==> src/rtl/multiword_add_ctrl.sv <==
// multiword_add_ctrl
//   Performs a CHUNK*NCHUNK-bit add by running one CHUNK-bit ripple-carry adder
//   (verilogtest_03) over NCHUNK cycles. Chunks are processed LSB-first, and a
//   register carries the result from one chunk to the next.
// Ports:
//   clk    rising-edge clock
//   rst_n  synchronous active-low reset
//   start  request, sampled only in IDLE
//   a, b   TW-bit operands, captured when start is accepted
//   cin    carry-in, captured when start is accepted
//   busy   high in RUN and DONE
//   done   one-cycle pulse; sum/cout are valid
//   sum    TW-bit result, held until the next accepted start overwrites it
//   cout   final carry-out, held with sum

// verilogtest_03
//   Parameterized combinational ripple-carry adder.
// Ports:
//   A, B  N-bit addends
//   Cin   carry-in
//   Sum   N-bit sum
//   Cout  carry-out
module verilogtest_03 #(
  parameter int N = 8
) (
  input  logic [N-1:0] A,
  input  logic [N-1:0] B,
  input  logic         Cin,
  output logic [N-1:0] Sum,
  output logic         Cout
);

  logic w_c;

  always_comb begin
    w_c = Cin;
    Sum = '0;
    for (int unsigned i = 0; i < N; i++) begin
      Sum[i] = A[i] ^ B[i] ^ w_c;
      w_c    = (A[i] & B[i]) | (w_c & (A[i] ^ B[i]));
    end
    Cout = w_c;
  end

endmodule

module multiword_add_ctrl #(
  parameter int CHUNK  = 8,
  parameter int NCHUNK = 4
) (
  input  logic                      clk,
  input  logic                      rst_n,
  input  logic                      start,
  input  logic [CHUNK*NCHUNK-1:0]   a,
  input  logic [CHUNK*NCHUNK-1:0]   b,
  input  logic                      cin,
  output logic                      busy,
  output logic                      done,
  output logic [CHUNK*NCHUNK-1:0]   sum,
  output logic                      cout
);

  localparam int TW = CHUNK * NCHUNK;
  localparam int IW = (NCHUNK > 1) ? $clog2(NCHUNK) : 1;
  localparam logic [IW-1:0] LAST = IW'(NCHUNK - 1);

  localparam logic [1:0] IDLE = 2'd0;
  localparam logic [1:0] RUN  = 2'd1;
  localparam logic [1:0] DONE = 2'd2;

  logic [1:0]       r_state;
  logic [IW-1:0]    r_idx;
  logic             r_carry;
  logic [TW-1:0]    r_a;
  logic [TW-1:0]    r_b;
  logic [TW-1:0]    r_sum;
  logic             r_cout;

  logic [CHUNK-1:0] w_a_chunk;
  logic [CHUNK-1:0] w_b_chunk;
  logic [CHUNK-1:0] w_sum_chunk;
  logic             w_cout;

  assign w_a_chunk = r_a[r_idx*CHUNK +: CHUNK];
  assign w_b_chunk = r_b[r_idx*CHUNK +: CHUNK];

  verilogtest_03 #(.N(CHUNK)) u_add (
    .A    (w_a_chunk),
    .B    (w_b_chunk),
    .Cin  (r_carry),
    .Sum  (w_sum_chunk),
    .Cout (w_cout)
  );

  always_ff @(posedge clk) begin
    if (!rst_n) begin
      r_state <= IDLE;
      r_idx   <= '0;
      r_carry <= 1'b0;
      r_a     <= '0;
      r_b     <= '0;
      r_sum   <= '0;
      r_cout  <= 1'b0;
    end else begin
      case (r_state)
        IDLE: begin
          if (start) begin
            r_a     <= a;
            r_b     <= b;
            r_carry <= cin;
            r_idx   <= '0;
            r_state <= RUN;
          end
        end
        RUN: begin
          r_sum[r_idx*CHUNK +: CHUNK] <= w_sum_chunk;
          r_carry <= w_cout;
          if (r_idx == LAST) begin
            // idx wraps to 0 so it never leaves 0..NCHUNK-1
            r_idx   <= '0;
            r_cout  <= w_cout;
            r_state <= DONE;
          end else begin
            r_idx <= r_idx + 1'b1;
          end
        end
        DONE:    r_state <= IDLE;
        default: r_state <= IDLE;
      endcase
    end
  end

  assign busy = (r_state == RUN) || (r_state == DONE);
  assign done = (r_state == DONE);
  assign sum  = r_sum;
  assign cout = r_cout;

endmodule

==> config.mk <==
export PLATFORM = sky130hd
export DESIGN_NAME = multiword_add_ctrl
export DESIGN_NICKNAME = d
export VERILOG_FILES = /design/src/rtl/multiword_add_ctrl.sv
export SDC_FILE = /design/constraint.sdc
export NUM_CORES = 1
export LEC_CHECK = 0
export CAP_MARGIN = 20
export CORE_ASPECT_RATIO = 0.75
export CORE_MARGIN = 4
export CORE_UTILIZATION = 45
export DETAILED_ROUTE_END_ITERATION = 10
export PLACE_DENSITY = 0.76
export SYNTH_ARGS = -nofsm -noshare
export SYNTH_HDL_FRONTEND = slang
export SYNTH_HIERARCHICAL = 1
export SYNTH_SLANG_ARGS = --single-unit
==> constraint.sdc <==
create_clock -name clk -period 4.7 [get_ports clk]
set_input_delay 0.94 -clock clk [delete_from_list [all_inputs] [get_ports clk]]
set_output_delay 0.94 -clock clk [all_outputs]
set_load 0.1 [all_outputs]
==> out/summary.log <==
qor: cts.post-cts-setup-buffer-count 0
qor: drt.drt_first_iter_violations 257
qor: drt.antenna_violating_nets_post_route 0
qor: worst_hold_path.hold_path.startpoint sum[21]$_SDFFE_PN0P_
qor: critical_path.crit_path_start_kind flop
qor: critical_path.path_common_cell sky130_fd_sc_hd__fa_1
qor: sta.timing.final.ws_setup 0.1802 ns
qor: cts.cts_inserted_buffers 9
qor: synthesis.yosysUniqueCellTypes 31
qor: critical_path.worstSetupPathType reg2reg
qor: layout.post-route-cell-area 5879 um^2
qor: sta.slew_violations 0
qor: synthesis.number_of_enable_type_register_cells_in_the_synthesized_netlist 0
qor: sta.final_period_minus_worst_setup_slack 4.520 ns
qor: drt.top_layer met4
qor: sta.finClkSkew 0.01171 ns
qor: grt.number_of_global_route_vias_before_repair 3659
qor: drt.drt-pass1-iter-count 4
qor: layout.fillCellCount 830
qor: grt.grt_pass1_wl 17330 um
qor: sta.fin_crit_sh 0.9617
qor: cts.tritoncts built
qor: synthesis.post_synth_inst_count 486
qor: drt.routedWlPerCell 14.83 um
qor: critical_path.worst_r2r_path_depth 16
qor: critical_path.cp.required 4.98 ns
qor: critical_path.timing.critical_path.slowest_cell_delay 0.52 ns
qor: outcome.outcome completed
qor: grt.initial_antenna_violation_count 0
qor: critical_path.crit_arrival 4.80 ns
qor: power.total_power 1.941 mW
qor: critical_path.critical_path.reg2reg.startpoint r_idx[0]$_SDFFE_PN0P_
qor: placed_design.globalplace.congestion 0.8661
qor: worst_hold_path.worst_hold_path_type reg2reg
qor: cts.clock_latency_reported_for_the_late_side_of_the_worst_skew_pair 0.35 ns
qor: critical_path.crit_path_cell_trace mux4_2 -> fa_1 -> inv_1 -> fa_1 -> inv_1 -> fa_1 -> fa_1 -> fa_2 -> fa_2 -> fa_1 -> inv_1 -> fa_1 -> inv_1 -> nand3_1 -> o2bb2ai_1 -> and2_1
qor: placed_design.dpl_cell_area 5563 um^2
qor: drt.wl_met3 620 um
qor: drt.routed_wirelength 10570 um
qor: placed_design.detailedPlace.worstSlack 0.07442 ns
qor: sta.finalHoldViolCount 0
qor: grt.grt_start_max_net_pins 66
qor: cts.ctsLongestPathBuffers 2
qor: floorplanning.floorplan.initialDensity 0.4635
qor: critical_path.nature_of_the_critical_path_endpoint flop
qor: sta.fmax 0.2212 GHz
qor: drt.routed_met2_length 5099 um
qor: drt.route.detailed.drc 0
qor: drt.wl_met1 4771 um
qor: critical_path.crit-reg2reg-capture sum[7]$_SDFFE_PN0P_
qor: synthesis.synth.avg_cell_area 9.248 um^2
qor: job.cap_violations 0
qor: sta.setup_violations 0
qor: placed_design.hpwlAfterDp 7794 um
qor: layout.number_of_nets_at_the_end_of_the_flow 661
qor: layout.area_growth_syn_to_layout 30.82%
qor: layout.layout_commonest_cell sky130_fd_sc_hd__nand2_1
qor: sta.fin_hold_ws 0.4520 ns
qor: drt.vias_per_cell 5.119
qor: layout.layout.cells.most_common_list 163 x sky130_fd_sc_hd__nand2_1, 101 x sky130_fd_sc_hd__dfxtp_1, 101 x sky130_fd_sc_hd__clkdlybuf4s50_1
qor: power.static-leakage-power 2.213 nW
qor: floorplanning.placeableCoreArea 9697 um^2
qor: synthesis.synthFlopType sky130_fd_sc_hd__dfxtp_1
qor: sta.grt_setup_unrepaired false
qor: floorplanning.dieWidth 123.4 um
qor: synthesis.synthArstFlopShare 0
qor: synthesis.synth_area_leader_cell sky130_fd_sc_hd__dfxtp_1
qor: floorplanning.placement_rows 31
qor: power.vdd_ir_drop_max 0.0001798 V
qor: synthesis.ys_seq_area_frac 0.4543
qor: cts.ctsHtreeMaxLevel 3
qor: synthesis.ys_seq_elements 102
qor: synthesis.synth_top_cell_area_share 0.4543
qor: drt.routed-via-count 3650
qor: synthesis.ys.warnings.count 6
qor: critical_path.reg2reg_slack 0.18 ns
qor: sta.worst_case_headroom_to_the_max_slew_limit 0.3367
qor: synthesis.ys_top_cells_by_area sky130_fd_sc_hd__dfxtp_1 45%, sky130_fd_sc_hd__nand2_1 14%, sky130_fd_sc_hd__a21boi_1 11%, sky130_fd_sc_hd__mux4_2 8.0%, sky130_fd_sc_hd__fa_1 3.6%
qor: synthesis.mapped_nets 571
qor: critical_path.critPathSlowestCell sky130_fd_sc_hd__mux4_2
qor: synthesis.syn_area 4494 um^2
qor: cts.clock_sinks 102
qor: floorplanning.die_y 94.55 um
qor: worst_hold_path.worst_hold_path.num_cells 2
qor: placed_design.numPortBuffers 102
qor: grt.overflow 0
qor: worst_hold_path.hold-path-endpoint sum[21]$_SDFFE_PN0P_
qor: layout.final_layout_size_suffix_gt1_frac 0.07917
qor: grt.grt.total_usage 0.1892
qor: cts.clkTransAtPathRegs 0.07 ns
qor: sta.worst_slew_pin_slew 0.9919 ns
qor: critical_path.critPathMaxFanout 5
qor: cts.cts_root_buf sky130_fd_sc_hd__clkbuf_16
qor: power.p_per_area 330.2 nW/um^2
qor: floorplanning.floorplan.die_area 11670 um^2
qor: layout.antennaDiodeCount 0
qor: sta.timing.setup.tns 0 ns
qor: floorplanning.io_pins 103
## timing repair
action | in CTS | in global routing
gates resized for setup | 0 | 4
hold buffers | 0 | 0
hold endpoints to repair | 0 | 0
endpoints found under the setup margin | 0 | 4
## cells in the mapped netlist, types with 2 or more instances
master                      instances
sky130_fd_sc_hd__mux4_2            16
sky130_fd_sc_hd__nor3b_1            2
sky130_fd_sc_hd__nand2_1          164
sky130_fd_sc_hd__inv_1             16
sky130_fd_sc_hd__buf_4              5
sky130_fd_sc_hd__fa_1               8
sky130_fd_sc_hd__a21boi_1          63
sky130_fd_sc_hd__clkbuf_1          10
sky130_fd_sc_hd__buf_2             15
sky130_fd_sc_hd__a21oi_1            2
sky130_fd_sc_hd__dfxtp_1          102
sky130_fd_sc_hd__o2bb2ai_1          8
sky130_fd_sc_hd__o21ai_0           25
sky130_fd_sc_hd__a21boi_0           5
sky130_fd_sc_hd__nor2b_1            4
sky130_fd_sc_hd__nand3_1            9
sky130_fd_sc_hd__a32oi_1            2
sky130_fd_sc_hd__and2_1             9
sky130_fd_sc_hd__ha_1               9
## critical path, delay by kind of cell (launching register included)
kind            cells  cell delay [ns]
mux                 1             0.52
fa+ha+maj           8             2.84
simple gates        2             0.22
flops               1             0.38
compound gates      1             0.19
buf+inv             4             0.30
## per-layer routing
layer | vias to the layer above | global-route usage
met1 | 1718 | 0.2559
met2 | 121 | 0.3076
met4 | 0 | 0.04700
li1 | 1801 | -
met5 | - | 0
met3 | 10 | 0.04431
## power by group
group	leakage [nW]	total [mW]	switching (mW)	internal, mW
combinational	1.26	0.334	0.185	0.149
sequential	0.834	0.933	0.0248	0.908
clock	0.119	0.674	0.313	0.361
## metrics by stage
| step | cells | utilization |
|---|---|---|
| after floorplan | 486 | - |
| after global placement | 695 | 0.5737 |
| after detailed placement | 695 | 0.5737 |
| after CTS | 711 | 0.6013 |
| after global routing | 713 | 0.6063 |
| final | 713 | 0.6063 |
## worst max-delay path by stage
stage / start / to / cells after the start
CTS: r_idx[0]$_SDFFE_PN0P_ / sum[7]$_SDFFE_PN0P_ / 16
global route: r_idx[0]$_SDFFE_PN0P_ / sum[7]$_SDFFE_PN0P_ / 16
floorplan: r_idx[0]$_SDFFE_PN0P_ / sum[7]$_SDFFE_PN0P_ / 17
detailed placement: r_idx[0]$_SDFFE_PN0P_ / sum[7]$_SDFFE_PN0P_ / 16
finish: r_idx[0]$_SDFFE_PN0P_ / sum[7]$_SDFFE_PN0P_ / 16
global placement: r_idx[0]$_SDFFE_PN0P_ / sum[7]$_SDFFE_PN0P_ / 16
## logic make-up (layout without fill, tap and decap cells)
logic type,after synthesis,count (layout),synth area share
compound gates,108,108,0.1690
fa+ha+maj,17,17,0.06069
buf+inv,47,142,0.04928
flops,102,102,0.4543
mux,17,17,0.08241
simple gates,195,195,0.1843
## flip-flops by register name (all words and copies together) (netlist names)
register	cells
r_a	32
r_b	32
r_state	2
r_carry	1
cout	1
sum	32
r_idx	2
## cell type report
class                   count  area (um^2)  share of cell area
clock inverters             4        31.28            0.005320
well taps                 132        165.2             0.02809
flip-flops and latches    102         2046              0.3479
repair buffers            110         1101              0.1873
clock buffers              12        236.5             0.04022
inverters                  16        60.06             0.01021
multi-input cells         337         2240              0.3809
(Power assumes the default switching activity.)
